`src/rtl/video_timing_rx.sv`:
```
// rtl/video_timing_rx.sv - video stream receiver: coordinate recovery, geometry lock, 2^n window decimation
// Pipeline: input registers -> coordinate/state stage -> registered outputs.
module video_timing_rx #(
  parameter int WIN_W      = 225,
  parameter int WIN_H      = 225,
  parameter int SCALE_LOG2 = 1,
  parameter int AW         = 16
) (
  input  logic          clk,
  input  logic          rst_n,
  input  logic          i_vs,
  input  logic          i_hs,
  input  logic          i_de,
  input  logic [7:0]    i_data,
  output logic          o_sof,
  output logic          o_pix_valid,
  output logic [7:0]    o_pix_data,
  output logic [11:0]   o_x,
  output logic [11:0]   o_y,
  output logic          o_wr_en,
  output logic [AW-1:0] o_wr_addr,
  output logic [7:0]    o_wr_data,
  output logic [11:0]   o_h_total,
  output logic [11:0]   o_h_active,
  output logic [11:0]   o_v_total,
  output logic [11:0]   o_v_active,
  output logic          o_locked
);

  localparam logic [11:0] LIM_X = 12'(WIN_W << SCALE_LOG2);
  localparam logic [11:0] LIM_Y = 12'(WIN_H << SCALE_LOG2);
  localparam logic [11:0] SMASK = 12'((1 << SCALE_LOG2) - 1);

  typedef enum logic [1:0] {WAIT_VS, ARMED, ACTIVE} state_t;

  function automatic logic [11:0] f_sat_inc(input logic [11:0] v);
    return (v == 12'hFFF) ? v : v + 12'd1;
  endfunction

  logic          r_vs, r_hs, r_de, r_vs_d, r_hs_d, r_de_d;
  logic [7:0]    r_data;
  state_t        r_state;
  logic          r_b_valid, r_b_sof;
  logic [11:0]   r_b_x, r_b_y;
  logic [7:0]    r_b_data;
  logic [AW-1:0] r_line_base;
  logic [11:0]   r_h_cnt, r_h_line, r_de_len, r_ha_line, r_v_cnt, r_va_cnt;
  logic [11:0]   r_m_ht, r_m_ha, r_m_vt, r_m_va;
  logic          r_lock;

  logic w_vs_fall, w_hs_fall, w_de_rise, w_de_fall, w_match, w_y_qual, w_qual;

  assign w_vs_fall = r_vs_d & ~r_vs;
  assign w_hs_fall = r_hs_d & ~r_hs;
  assign w_de_rise = r_de & ~r_de_d;
  assign w_de_fall = ~r_de & r_de_d;
  assign w_y_qual  = (r_b_y < LIM_Y) && ((r_b_y & SMASK) == 12'd0);
  assign w_qual    = r_b_valid && w_y_qual && (r_b_x < LIM_X) && ((r_b_x & SMASK) == 12'd0);
  assign w_match   = (r_h_line == r_m_ht) && (r_ha_line == r_m_ha) && (r_v_cnt == r_m_vt) &&
                     (r_va_cnt == r_m_va) && (r_h_line != 12'd0) && (r_ha_line != 12'd0) &&
                     (r_v_cnt != 12'd0) && (r_va_cnt != 12'd0);

  // Sync registers clear to 0 so no spurious falling edge follows reset release.
  always_ff @(posedge clk or negedge rst_n) begin
    if (!rst_n) begin
      {r_vs, r_hs, r_de, r_vs_d, r_hs_d, r_de_d} <= 6'd0;
      r_data <= 8'd0;
    end else begin
      {r_vs, r_hs, r_de} <= {i_vs, i_hs, i_de};
      {r_vs_d, r_hs_d, r_de_d} <= {r_vs, r_hs, r_de};
      r_data <= i_data;
    end
  end

  always_ff @(posedge clk or negedge rst_n) begin
    if (!rst_n) begin
      r_state     <= WAIT_VS;
      r_b_valid   <= 1'b0;
      r_b_sof     <= 1'b0;
      r_b_x       <= 12'd0;
      r_b_y       <= 12'd0;
      r_b_data    <= 8'd0;
      r_line_base <= '0;
    end else begin
      r_b_sof  <= 1'b0;
      r_b_data <= r_data;
      case (r_state)
        WAIT_VS: begin
          r_b_valid <= 1'b0;
          if (w_vs_fall) r_state <= ARMED;
        end
        ARMED: begin
          r_b_valid <= 1'b0;
          if (!w_vs_fall && w_de_rise) begin
            r_state     <= ACTIVE;
            r_b_valid   <= 1'b1;
            r_b_sof     <= 1'b1;
            r_b_x       <= 12'd0;
            r_b_y       <= 12'd0;
            r_line_base <= '0;
          end
        end
        ACTIVE: begin
          if (w_vs_fall) begin
            r_state   <= ARMED;
            r_b_valid <= 1'b0;
          end else begin
            r_b_valid <= r_de;
            if (w_de_rise) r_b_x <= 12'd0;
            else if (r_de) r_b_x <= f_sat_inc(r_b_x);
            // The line that just ended decides whether the write base advances.
            if (w_de_fall) begin
              r_b_y <= f_sat_inc(r_b_y);
              if (w_y_qual) r_line_base <= r_line_base + AW'(WIN_W);
            end
          end
        end
        default: r_state <= WAIT_VS;
      endcase
    end
  end

  always_ff @(posedge clk or negedge rst_n) begin
    if (!rst_n) begin
      r_h_cnt <= 12'd0; r_h_line <= 12'd0; r_de_len <= 12'd0; r_ha_line <= 12'd0;
      r_v_cnt <= 12'd0; r_va_cnt <= 12'd0;
      r_m_ht  <= 12'd0; r_m_ha <= 12'd0; r_m_vt <= 12'd0; r_m_va <= 12'd0;
      r_lock  <= 1'b0;
    end else begin
      if (w_hs_fall) begin
        r_h_line <= r_h_cnt;
        r_h_cnt  <= 12'd1;
      end else begin
        r_h_cnt <= f_sat_inc(r_h_cnt);
      end
      if (w_de_rise) r_de_len <= 12'd1;
      else if (r_de) r_de_len <= f_sat_inc(r_de_len);
      if (w_vs_fall) begin
        r_v_cnt  <= {11'd0, w_hs_fall};
        r_va_cnt <= 12'd0;
      end else begin
        if (w_hs_fall) r_v_cnt <= f_sat_inc(r_v_cnt);
        if (r_state == ACTIVE && w_de_fall) begin
          r_ha_line <= r_de_len;
          r_va_cnt  <= f_sat_inc(r_va_cnt);
        end
      end
      // The latched set doubles as the previous-frame reference for the next comparison.
      if (w_vs_fall && r_state != WAIT_VS) begin
        r_m_ht <= r_h_line;
        r_m_ha <= r_ha_line;
        r_m_vt <= r_v_cnt;
        r_m_va <= r_va_cnt;
        r_lock <= w_match;
      end
    end
  end

  always_ff @(posedge clk or negedge rst_n) begin
    if (!rst_n) begin
      o_sof <= 1'b0; o_pix_valid <= 1'b0; o_pix_data <= 8'd0; o_x <= 12'd0; o_y <= 12'd0;
      o_wr_en <= 1'b0; o_wr_addr <= '0; o_wr_data <= 8'd0;
      o_h_total <= 12'd0; o_h_active <= 12'd0; o_v_total <= 12'd0; o_v_active <= 12'd0;
      o_locked <= 1'b0;
    end else begin
      o_sof       <= r_b_sof;
      o_pix_valid <= r_b_valid;
      o_pix_data  <= r_b_data;
      o_x         <= r_b_x;
      o_y         <= r_b_y;
      o_wr_en     <= w_qual;
      o_wr_addr   <= r_line_base + AW'(r_b_x >> SCALE_LOG2);
      o_wr_data   <= r_b_data;
      o_h_total   <= r_m_ht;
      o_h_active  <= r_m_ha;
      o_v_total   <= r_m_vt;
      o_v_active  <= r_m_va;
      o_locked    <= r_lock;
    end
  end

endmodule

```
`config.mk`:
```
export PLATFORM = sky130hd
export DESIGN_NAME = video_timing_rx
export DESIGN_NICKNAME = d
export VERILOG_FILES = /design/src/rtl/video_timing_rx.sv
export SDC_FILE = /design/constraint.sdc
export NUM_CORES = 1
export LEC_CHECK = 0
export ABC_AREA = 0
export ABC_CLOCK_PERIOD_IN_PS = 7030
export CORE_MARGIN = 2
export CORE_UTILIZATION = 31
export CTS_CLUSTER_DIAMETER = 100
export CTS_CLUSTER_SIZE = 40
export DETAILED_ROUTE_END_ITERATION = 8
export GPL_TIMING_DRIVEN = 0
export PLACE_DENSITY = 0.46
export SYNTH_ARGS = -nofsm -noshare
export SYNTH_HDL_FRONTEND = slang
export SYNTH_SLANG_ARGS = --single-unit
```
`constraint.sdc`:
```
create_clock -name clk -period 7.03 [get_ports clk]
set_clock_uncertainty 0.15 [all_clocks]
set_input_delay 1.406 -clock clk [delete_from_list [all_inputs] [get_ports clk]]
set_output_delay 1.406 -clock clk [all_outputs]
set_load 0.05 [all_outputs]
```
==> impl_metrics.toml <==
[run_status]
status = "finished clean"

[clock_tree]
cts_buffers = 15
cts_setup_buffers = 0
cts_sinks = 287
clk_pin_slew_ns = 0.12
insertion_delay_ns = 0.55
cts_tree = "built"
htree_levels = 1
cts_resized = 0
ctsRootBufferMaster = "clkbuf_16"
clockBufferDepth = 3
cts_hold_buf = 0

[logic_synthesis]
synth_area_leaders = "dfrtp_1 (60%), mux2_2 (5.8%), xnor2_1 (5.3%)"
synthCells = 1027
netlist_area_um2 = 12000
yosys.cell_types.count = 65
ys.flop_type = "dfrtp_1"
syn_avg_cell_area_um2 = 11.7
synth-async-reset-ratio_pct = 100
synth_nets = 1065
yosysMostFrequentCell = "dfrtp_1"
synthTopCellsByCount = "dfrtp_1 (287), nand2_1 (106), nor2_1 (99)"
synth_edf_count = 0
ys_ff_latch = 287
yosys.area.top_type_share_pct = 59.9
seq_area_frac_synth_pct = 59.9
synth_top_cell_by_area = "dfrtp_1"
yosys_warnings = 0

[timing]
finalCritPeriodShare_pct = 47.2
worst_pin_slew_ns = 0.787
finalSetupViolations = 0
slew_headroom_pct = 47.1
fmax_ghz = 0.301
final_max_slew_viol_count = 0
hold_viol = 0
rsz0062_at_grt = "no"
layout_min_cycle_time_ns = 3.32

[pwr]
p_per_area_nw_per_um2 = 274
ir_worst_vdd_v = 0.000197
power.leakage_nw = 6.58

[placement]
place.gp.congestion = 0.776
dp_hpwl_um = 19200
portBuffers = 120
place_area_um2 = 13900
dp_cells = 1667

[global_routing]
grt_max_degree = 102
grt_pass1_vias = 7779
grt_pass1_wl_um = 44600
antenna_found_initial = 0
grt_use_total_pct = 13.7
grt.overflow.total = 0

[cells_and_area]
drive_above_1_share_pct = 11.1
fillers = 3807
fin_area_um2 = 14500
final_cell_count_no_fill = 1693
nNetsFinal = 1204
reg_top3 = "o_wr_addr x16, r_line_base x16"
area_growth_syn_to_layout_pct = 21.0
diodes = 0

[floorplan]
core_area_um2 = 38400
fp.dieH_um = 201
die_area_um2 = 40300
start_util_pct = 31.3
io-pin-count = 121
die_w_um = 201
row_count = 72

[detailed_routing]
first_iter_violations = 340
vias = 7731
drt-total-wl_um = 27200
vias_per_cell = 4.57
drt-pass1-iter-count = 4
wire_per_inst_um = 16.1
drc_errors = 0
drtAntennaViolNets = 0

[critical_path]
r2r-end = "o_wr_addr[12]$_DFF_PN0_"
start_kind = "flip-flop"
rr_worst_depth = 9
crit_required_ns = 5.47
path_cells = "buf_4, clkdlybuf4s50_1"
worst_setup_path_end_kind = "output port"
critPathMaxStageDelay_ns = 0.78
timing.rr.start = "r_b_x[1]$_DFFE_PN0P_"
crit_path_end = "o_wr_data[6]"
critPathMaxFanout = 2
crit_type = "reg -> out"
r2r_setup_slack_ns = 4.26
crit_arrival_ns = 1.76
crit_start = "o_wr_data[6]$_DFF_PN0_"
crit_path_top_delay_cell = "clkdlybuf4s50_1"

[hold_path]
min-delay-start = "r_b_data[0]$_DFF_PN0_"
hold_class = "reg -> reg"

[flow_run]
cap_violations = 0
==> critical path: cells and delay by family (launching register included) <==
kind	cells	cell delay, ns
DFF	1	0.37
buffers and inverters	2	0.88
==> cell usage in the layout (no fill, tap or decap), types with 6 or more instances in the layout <==
| cell type | count |
|---|---|
| nand3_1 | 30 |
| dfrtp_1 | 287 |
| clkbuf_1 | 24 |
| and3_1 | 11 |
| mux2_2 | 62 |
| nand4_1 | 33 |
| nand2_1 | 106 |
| buf_4 | 9 |
| clkbuf_16 | 15 |
| buf_2 | 10 |
| clkdlybuf4s50_1 | 119 |
| ha_1 | 24 |
| o21ai_0 | 31 |
| o31ai_1 | 6 |
| nor3_1 | 19 |
| xor2_1 | 42 |
| nor4_1 | 23 |
| xnor2_1 | 72 |
| or3_1 | 6 |
| a21oi_1 | 19 |
| nand2b_1 | 10 |
| nor2_1 | 99 |
| inv_1 | 19 |
==> worst min-delay path by stage <==
stage | to | slack [ns] | depth (start not counted)
2_1_floorplan | o_sof$_DFF_PN0_ | 0.18 | 0
3_3_place_gp | o_wr_data[0]$_DFF_PN0_ | 0.18 | 0
3_5_place_dp | o_wr_data[0]$_DFF_PN0_ | 0.19 | 0
4_1_cts | o_wr_data[0]$_DFF_PN0_ | 0.22 | 0
5_1_grt | o_wr_data[7]$_DFF_PN0_ | 0.22 | 0
6_report | o_wr_data[0]$_DFF_PN0_ | 0.21 | 0
==> cell families (layout without fill, tap and decap cells) <==
| logic type | count (synthesis) | in the layout | synth area share [%] |
|---|---|---|---|
| XOR/XNOR | 114 | 114 | 8.32 |
| multiplexers | 67 | 67 | 6.25 |
| AO/OA/AOI/OAI | 91 | 91 | 5.01 |
| AND/OR/NAND/NOR | 376 | 376 | 15.3 |
| buffers and inverters | 67 | 215 | 2.56 |
| adder cells (fa/ha/maj) | 25 | 25 | 2.67 |
| flip-flops | 287 | 287 | 59.9 |
==> final cells by class <==
cell class,count,area (µm²),area share (%)
buffer,48,235,1.62
clock buffer,15,375,2.59
clock inverter,11,231,1.60
inverter,19,71.3,0.492
multi-input combinational,673,4510,31.1
sequential,287,7180,49.5
tap,518,648,4.47
timing repair buffer,122,1260,8.69
==> stage by stage <==
stage | hold WS [ns] | worst slack (ns) | total power, mW | TNS [ns] | utilization [%]
after floorplan | 0.181 | 4.59 | 2.54 | 0 | -
after global placement | 0.183 | -8.64 | 2.87 | -2472.06 | 36.1
after detailed placement | 0.186 | 3.93 | 2.88 | 0 | 36.2
after CTS | 0.215 | 3.66 | 4.07 | 0 | 37.8
after global routing | 0.221 | 3.63 | 4.22 | 0 | 37.8
final | 0.214 | 3.71 | 3.98 | 0 | 37.8
==> where the power goes <==
part,switching (mW),internal (mW)
clock network,0.682,0.470
registers,0.135,1.79
logic,0.573,0.331
==> layer usage <==
layer,vias up,part of all wire [%],GRT usage [%]
met5,-,0,0
met4,0,1.2,2.46
met3,19,3.3,1.98
met2,101,44,21.4
met1,3804,51,20.5
li1,3807,-,-
No activity file was read; power rests on OpenSTA's default activity.
